File: src/rtl/byte_serial_add_pkg.sv
// Shared types and constants for the byte-serial adder.
// Holds the controller state encoding and limb width.
package byte_serial_add_pkg;

    localparam int BYTE_W     = 8;
    localparam int NBYTES_DEF = 4;

    typedef enum logic [1:0] {
        IDLE = 2'd0,
        RUN  = 2'd1,
        DONE = 2'd2
    } state_t;

endpackage

File: src/rtl/byte_serial_add_ctrl_ripple_adder_8.sv
// 8-bit ripple-carry adder.
// Shared datapath used once per limb by the controller.
module ripple_adder_8
    import byte_serial_add_pkg::*;
(
    output logic [BYTE_W-1:0] sum,
    output logic              cout,
    input  logic [BYTE_W-1:0] a,
    input  logic [BYTE_W-1:0] b,
    input  logic              cin
);

    // Full-adder chain, LSB first.
    always_comb begin
        logic c;
        c = cin;
        sum = '0;
        for (int i = 0; i < BYTE_W; i++) begin
            sum[i] = a[i] ^ b[i] ^ c;
            c      = (a[i] & b[i]) | (c & (a[i] ^ b[i]));
        end
        cout = c;
    end

endmodule

File: src/rtl/byte_serial_add_ctrl.sv
// Byte-serial add/subtract controller.
// One limb per cycle through a single shared 8-bit adder.
module byte_serial_add_ctrl
    import byte_serial_add_pkg::*;
#(
    parameter int NBYTES = NBYTES_DEF
) (
    input  logic                     clk,
    input  logic                     rst_n,
    input  logic                     start_valid,
    output logic                     start_ready,
    input  logic [8*NBYTES-1:0]      op_a,
    input  logic [8*NBYTES-1:0]      op_b,
    input  logic                     op_sub,
    input  logic                     cin,
    output logic                     res_valid,
    input  logic                     res_ready,
    output logic [8*NBYTES-1:0]      result,
    output logic                     cout,
    output logic                     ovf,
    output logic                     busy
);

    localparam int W    = BYTE_W * NBYTES;
    localparam int IDXW = $clog2(NBYTES);
    localparam int MSB  = W - 1;

    localparam logic [IDXW-1:0] LAST = IDXW'(NBYTES - 1);

    state_t state_q, state_d;

    logic [W-1:0]    a_q, a_d;
    logic [W-1:0]    b_q, b_d;
    logic [W-1:0]    res_q, res_d;
    logic            carry_q, carry_d;
    logic            cout_q, cout_d;
    logic            ovf_q, ovf_d;
    logic [IDXW-1:0] idx_q, idx_d;

    logic [BYTE_W-1:0] a_byte;
    logic [BYTE_W-1:0] b_byte;
    logic [BYTE_W-1:0] sum_byte;
    logic              add_co;
    logic              last_byte;

    assign a_byte    = a_q[idx_q*BYTE_W +: BYTE_W];
    assign b_byte    = b_q[idx_q*BYTE_W +: BYTE_W];
    assign last_byte = (idx_q == LAST);

    ripple_adder_8 u_add (
        .sum  (sum_byte),
        .cout (add_co),
        .a    (a_byte),
        .b    (b_byte),
        .cin  (carry_q)
    );

    // State register.
    always_ff @(posedge clk or negedge rst_n) begin
        if (!rst_n) begin
            state_q <= IDLE;
        end else begin
            state_q <= state_d;
        end
    end

    // Next state: accept in IDLE, walk limbs in RUN, wait for consumer in DONE.
    always_comb begin
        state_d = state_q;
        unique case (state_q)
            IDLE: if (start_valid) state_d = RUN;
            RUN:  if (last_byte)   state_d = DONE;
            DONE: if (res_ready)   state_d = IDLE;
            default:               state_d = IDLE;
        endcase
    end

    // Handshake and status outputs decoded from state.
    always_comb begin
        start_ready = 1'b0;
        res_valid   = 1'b0;
        busy        = 1'b0;
        unique case (state_q)
            IDLE: start_ready = 1'b1;
            RUN:  busy        = 1'b1;
            DONE: begin
                busy      = 1'b1;
                res_valid = 1'b1;
            end
            default: start_ready = 1'b0;
        endcase
    end

    // Datapath next state: latch operands, then accumulate one limb per cycle.
    always_comb begin
        a_d     = a_q;
        b_d     = b_q;
        res_d   = res_q;
        carry_d = carry_q;
        cout_d  = cout_q;
        ovf_d   = ovf_q;
        idx_d   = idx_q;
        unique case (state_q)
            IDLE: begin
                if (start_valid) begin
                    a_d     = op_a;
                    b_d     = op_sub ? ~op_b : op_b;
                    carry_d = op_sub | cin;
                    idx_d   = '0;
                end
            end
            RUN: begin
                res_d[idx_q*BYTE_W +: BYTE_W] = sum_byte;
                carry_d = add_co;
                idx_d   = idx_q + 1'b1;
                if (last_byte) begin
                    idx_d  = '0;
                    cout_d = add_co;
                    ovf_d  = (a_q[MSB] == b_q[MSB]) &&
                             (sum_byte[BYTE_W-1] != a_q[MSB]);
                end
            end
            default: begin
                idx_d = idx_q;
            end
        endcase
    end

    // Datapath registers; reset discards any partial or final result.
    always_ff @(posedge clk or negedge rst_n) begin
        if (!rst_n) begin
            a_q     <= '0;
            b_q     <= '0;
            res_q   <= '0;
            carry_q <= 1'b0;
            cout_q  <= 1'b0;
            ovf_q   <= 1'b0;
            idx_q   <= '0;
        end else begin
            a_q     <= a_d;
            b_q     <= b_d;
            res_q   <= res_d;
            carry_q <= carry_d;
            cout_q  <= cout_d;
            ovf_q   <= ovf_d;
            idx_q   <= idx_d;
        end
    end

    assign result = res_q;
    assign cout   = cout_q;
    assign ovf    = ovf_q;

endmodule
File: config.mk
export PLATFORM = sky130hd
export DESIGN_NAME = byte_serial_add_ctrl
export DESIGN_NICKNAME = d
export VERILOG_FILES = /design/src/rtl/byte_serial_add_pkg.sv /design/src/rtl/byte_serial_add_ctrl_ripple_adder_8.sv /design/src/rtl/byte_serial_add_ctrl.sv
export SDC_FILE = /design/constraint.sdc
export NUM_CORES = 1
export LEC_CHECK = 0
export CORE_MARGIN = 4
export CORE_UTILIZATION = 50
export DETAILED_ROUTE_END_ITERATION = 12
export GPL_TIMING_DRIVEN = 0
export PLACE_DENSITY = 0.79
export SLEW_MARGIN = 5
export SYNTH_ARGS = -nofsm -noshare
export SYNTH_HDL_FRONTEND = slang
export SYNTH_SLANG_ARGS = --single-unit
export TNS_END_PERCENT = 50
File: constraint.sdc
create_clock -name clk -period 5 [get_ports clk]
set_input_delay 0.5 -clock clk [delete_from_list [all_inputs] [get_ports clk]]
set_output_delay 0.5 -clock clk [all_outputs]
set_load 0.1 [all_outputs]
==> impl_results.md <==
* CP Data Arrival Time at 5.05 ns
* Final Cycle Share at 96.0%
* Worst setup EP type: flip-flop
* Max_cap viols at 0
* Post-DR wirelength/cell at 17.7 um
* Initial DRT Pass Iterations at 4
* Crit Path Category: flip-flop to flip-flop
* # hold bufs at CTS at 0
* FFs w/ async S/R, synth at 100%
* Int Pwr at 2.46 mW
* N_diodes at 0
* Row count at 35
* R2R Setup Slk at 0.20 ns
* WL final at 11.1 mm
* Worst r2r dst: ovf
* Via count at 3401
* Buffers added on ports at 105
* Status: finished, final reports clean
* Max-slew headroom at 31.2%
* DR top layer: met4
* Root Buffer: clkbuf_8
* CTS Buf Count at 9
* Max rail drop VDD at 0.401 mV
* Mapped Avg Cell Area at 12.9 um^2
* Yosys cell types at 34
* Layout cells sized above 1 at 17.8%
* Pwr dens at 738 mW/mm^2
* Crit path launch type: flip-flop
* Reg2Reg Depth at 15
* Clock Power Share at 11.5%
* # clock sinks at 103
* Setup Buffers After CTS at 0
* # resized after CTS at 0
* H-tree depth at 3
* Fin Hold WS at 0.166 ns
* Beginning of the critical path: idx_q[0]
* Final #Nets at 582
* Total leakage power at 2.71 nW
* Total grt overflow at 0
* Cells after synthesis at 378
* GP Congestion at 0.830
* Sw Share at 47.4%
* Vias per cell at 5.41
* Die Wd at 107 um
* DRC violations left at 0
* Starting density of the core at 52.2%
* Vias in the first global route at 3522
* Tmin final at 4.80 ns
* Tot Pwr at 4.68 mW
* Largest net degree at the start of global routing at 54
* Synthesized flop and latch total at 103
* Core Region at 0.00937 mm^2
* Peak fanout along the critical path at 10
* Clock Latency Late Sink at 0.36 ns
* Clock-pin slew on the worst setup and hold paths at 0.10 ns
* Top Ports at 107
* Commonest non-fill, non-tap cell in the layout: clkdlybuf4s50_1
* Worst Tran Pin Value at 1.03 ns
* Post-synth EDFFs at 0
* Mapped cell area at 0.00489 mm^2
* Die H at 107 um
* First-pass GRT wire length at 17.7 mm
* Synth Warn # at 0
* Met2 routed WL at 5.64 mm
* Slew Viols, Final at 0
* Hold Violations, Final at 0
* FF-to-FF Start: idx_q[0]
* Drt initial violations at 179
* Most frequent cells in the layout: clkdlybuf4s50_1 (104), dfrtp_1 (102), nand2_1 (48), o21ai_0 (42), mux2_2 (33)
* Clock Path Buffers at 2
* Initial antenna violation count at 0
* Clk_skew at 0.0106 ns
* Net switching power at 2.22 mW
* Synthesis-to-layout area growth at 29.5%
* CP Data Required Time at 5.25 ns
* Sequential area share after synthesis at 52.7%
* Max Fclk at 208 MHz
* Met1 WL at 4.77 mm
* Hold Path Class: input pin to async pin
* Syn_nets at 465
* Comb pwr share at 58.5%
* Die area at 0.0114 mm^2
* GRT Util Overall at 20.1%
* Placed wire-length estimate at 8.65 mm
* CTS tree: yes
* Reg power frac at 30.0%
* Final Setup Violations at 0
* Met3 WL at 577 um
* Post-route ant nets at 0
* Top FF cell, synth: dfrtp_1
[power groups by stage]
| stage | combinational, mW | sequential [mW] | clock, mW |
|---|---|---|---|
| after floorplan | 1.47 | 1.91 | 0 |
| after CTS | 2.75 | 1.40 | 0.539 |
| after global routing | 2.95 | 1.44 | 0.575 |
| final | 2.74 | 1.40 | 0.537 |
| after global placement | 2.66 | 1.40 | 0 |
| after detailed placement | 2.75 | 1.41 | 0 |
[worst max path at each step]
stage | endpoint | slack [ns] | cells past startpoint
5_1_grt | ovf | -0.005 | 15
3_5_place_dp | ovf | 0.1 | 15
6_report | ovf | 0.20 | 15
2_1_floorplan | ovf | 0.43 | 15
3_3_place_gp | b_q[28] | -0.19 | 1
4_1_cts | ovf | 0.08 | 15
[worst max-delay path: stages, from the launching register on]
cell and delay (ns):
dfrtp_2 0.44, buf_8 0.19, mux4_1 0.62, fa_1 0.41, fa_1 0.40, inv_1 0.08
fa_1 0.19, fa_1 0.16, inv_1 0.05, fa_1 0.38, fa_1 0.39, fa_1 0.39
fa_2 0.62, and3b_1 0.19, a21oi_1 0.11, o21ai_0 0.08
[kinds of logic after synthesis]
family,Yosys count,share of synthesized area [%]
compound gates,74,9.79
fa+ha+maj,17,5.57
flops,103,52.7
simple gates,67,6.26
xor+xnor,32,5.73
buf+inv,35,4.42
mux,50,15.5
[layer usage]
metal,up-vias,track usage (%)
li1,1566,-
met1,1715,26.7
met2,108,34.1
met3,12,3.79
met4,0,5.48
met5,-,0
[per-stage QoR]
step / std cells / setup WS, ns / util [%] / setup TNS, ns / instance area, um^2
after global routing: 629 / -0.00481 / 67.6 / -0.00481 / 6340
after detailed placement: 613 / 0.0951 / 65.4 / 0 / 6130
after global placement: 612 / -0.186 / 65.2 / -18.53 / 6110
after CTS: 629 / 0.0822 / 67.6 / 0 / 6330
after floorplan: 378 / 0.427 / - / 0 / 4890
final: 629 / 0.199 / 67.6 / 0 / 6340
[cell usage after synthesis (3+ instances only)]
| library cell | instances | area [um^2] |
|---|---|---|
| a22o_1 | 24 | 210 |
| a31oi_1 | 4 | 25.0 |
| and4_1 | 3 | 26.3 |
| buf_2 | 10 | 50.1 |
| buf_4 | 3 | 22.5 |
| buf_6 | 6 | 67.6 |
| clkbuf_1 | 3 | 11.3 |
| dfrtp_1 | 103 | 2580 |
| fa_1 | 8 | 160 |
| ha_1 | 9 | 113 |
| inv_1 | 11 | 41.3 |
| mux2_2 | 33 | 372 |
| mux4_1 | 5 | 131 |
| mux4_2 | 11 | 248 |
| nand2_1 | 48 | 180 |
| nand2b_1 | 3 | 18.8 |
| nand4_1 | 3 | 18.8 |
| nor2_1 | 3 | 11.3 |
| o21ai_0 | 42 | 210 |
| xnor2_1 | 32 | 280 |
[area by class of cell]
class                      count  area, um^2
buffer                        23         175
clock buffer                   9         124
clock inverter                 7        80.1
fill                         715        3030
inverter                      12        45.0
multi-input combinational    240        2100
sequential                   103        2580
tap                          129         161
timing repair buffer         106        1080
[sequential cells by signal, summed over array words and instances, names as in the netlist]
| signal | flops |
|---|---|
| a_q | 32 |
| b_q | 32 |
| result | 32 |
| idx_q | 2 |
| state_q | 2 |
| carry_q | 1 |
| cout | 1 |
| ovf | 1 |
Note: power is estimated with default switching activity, not from simulation.
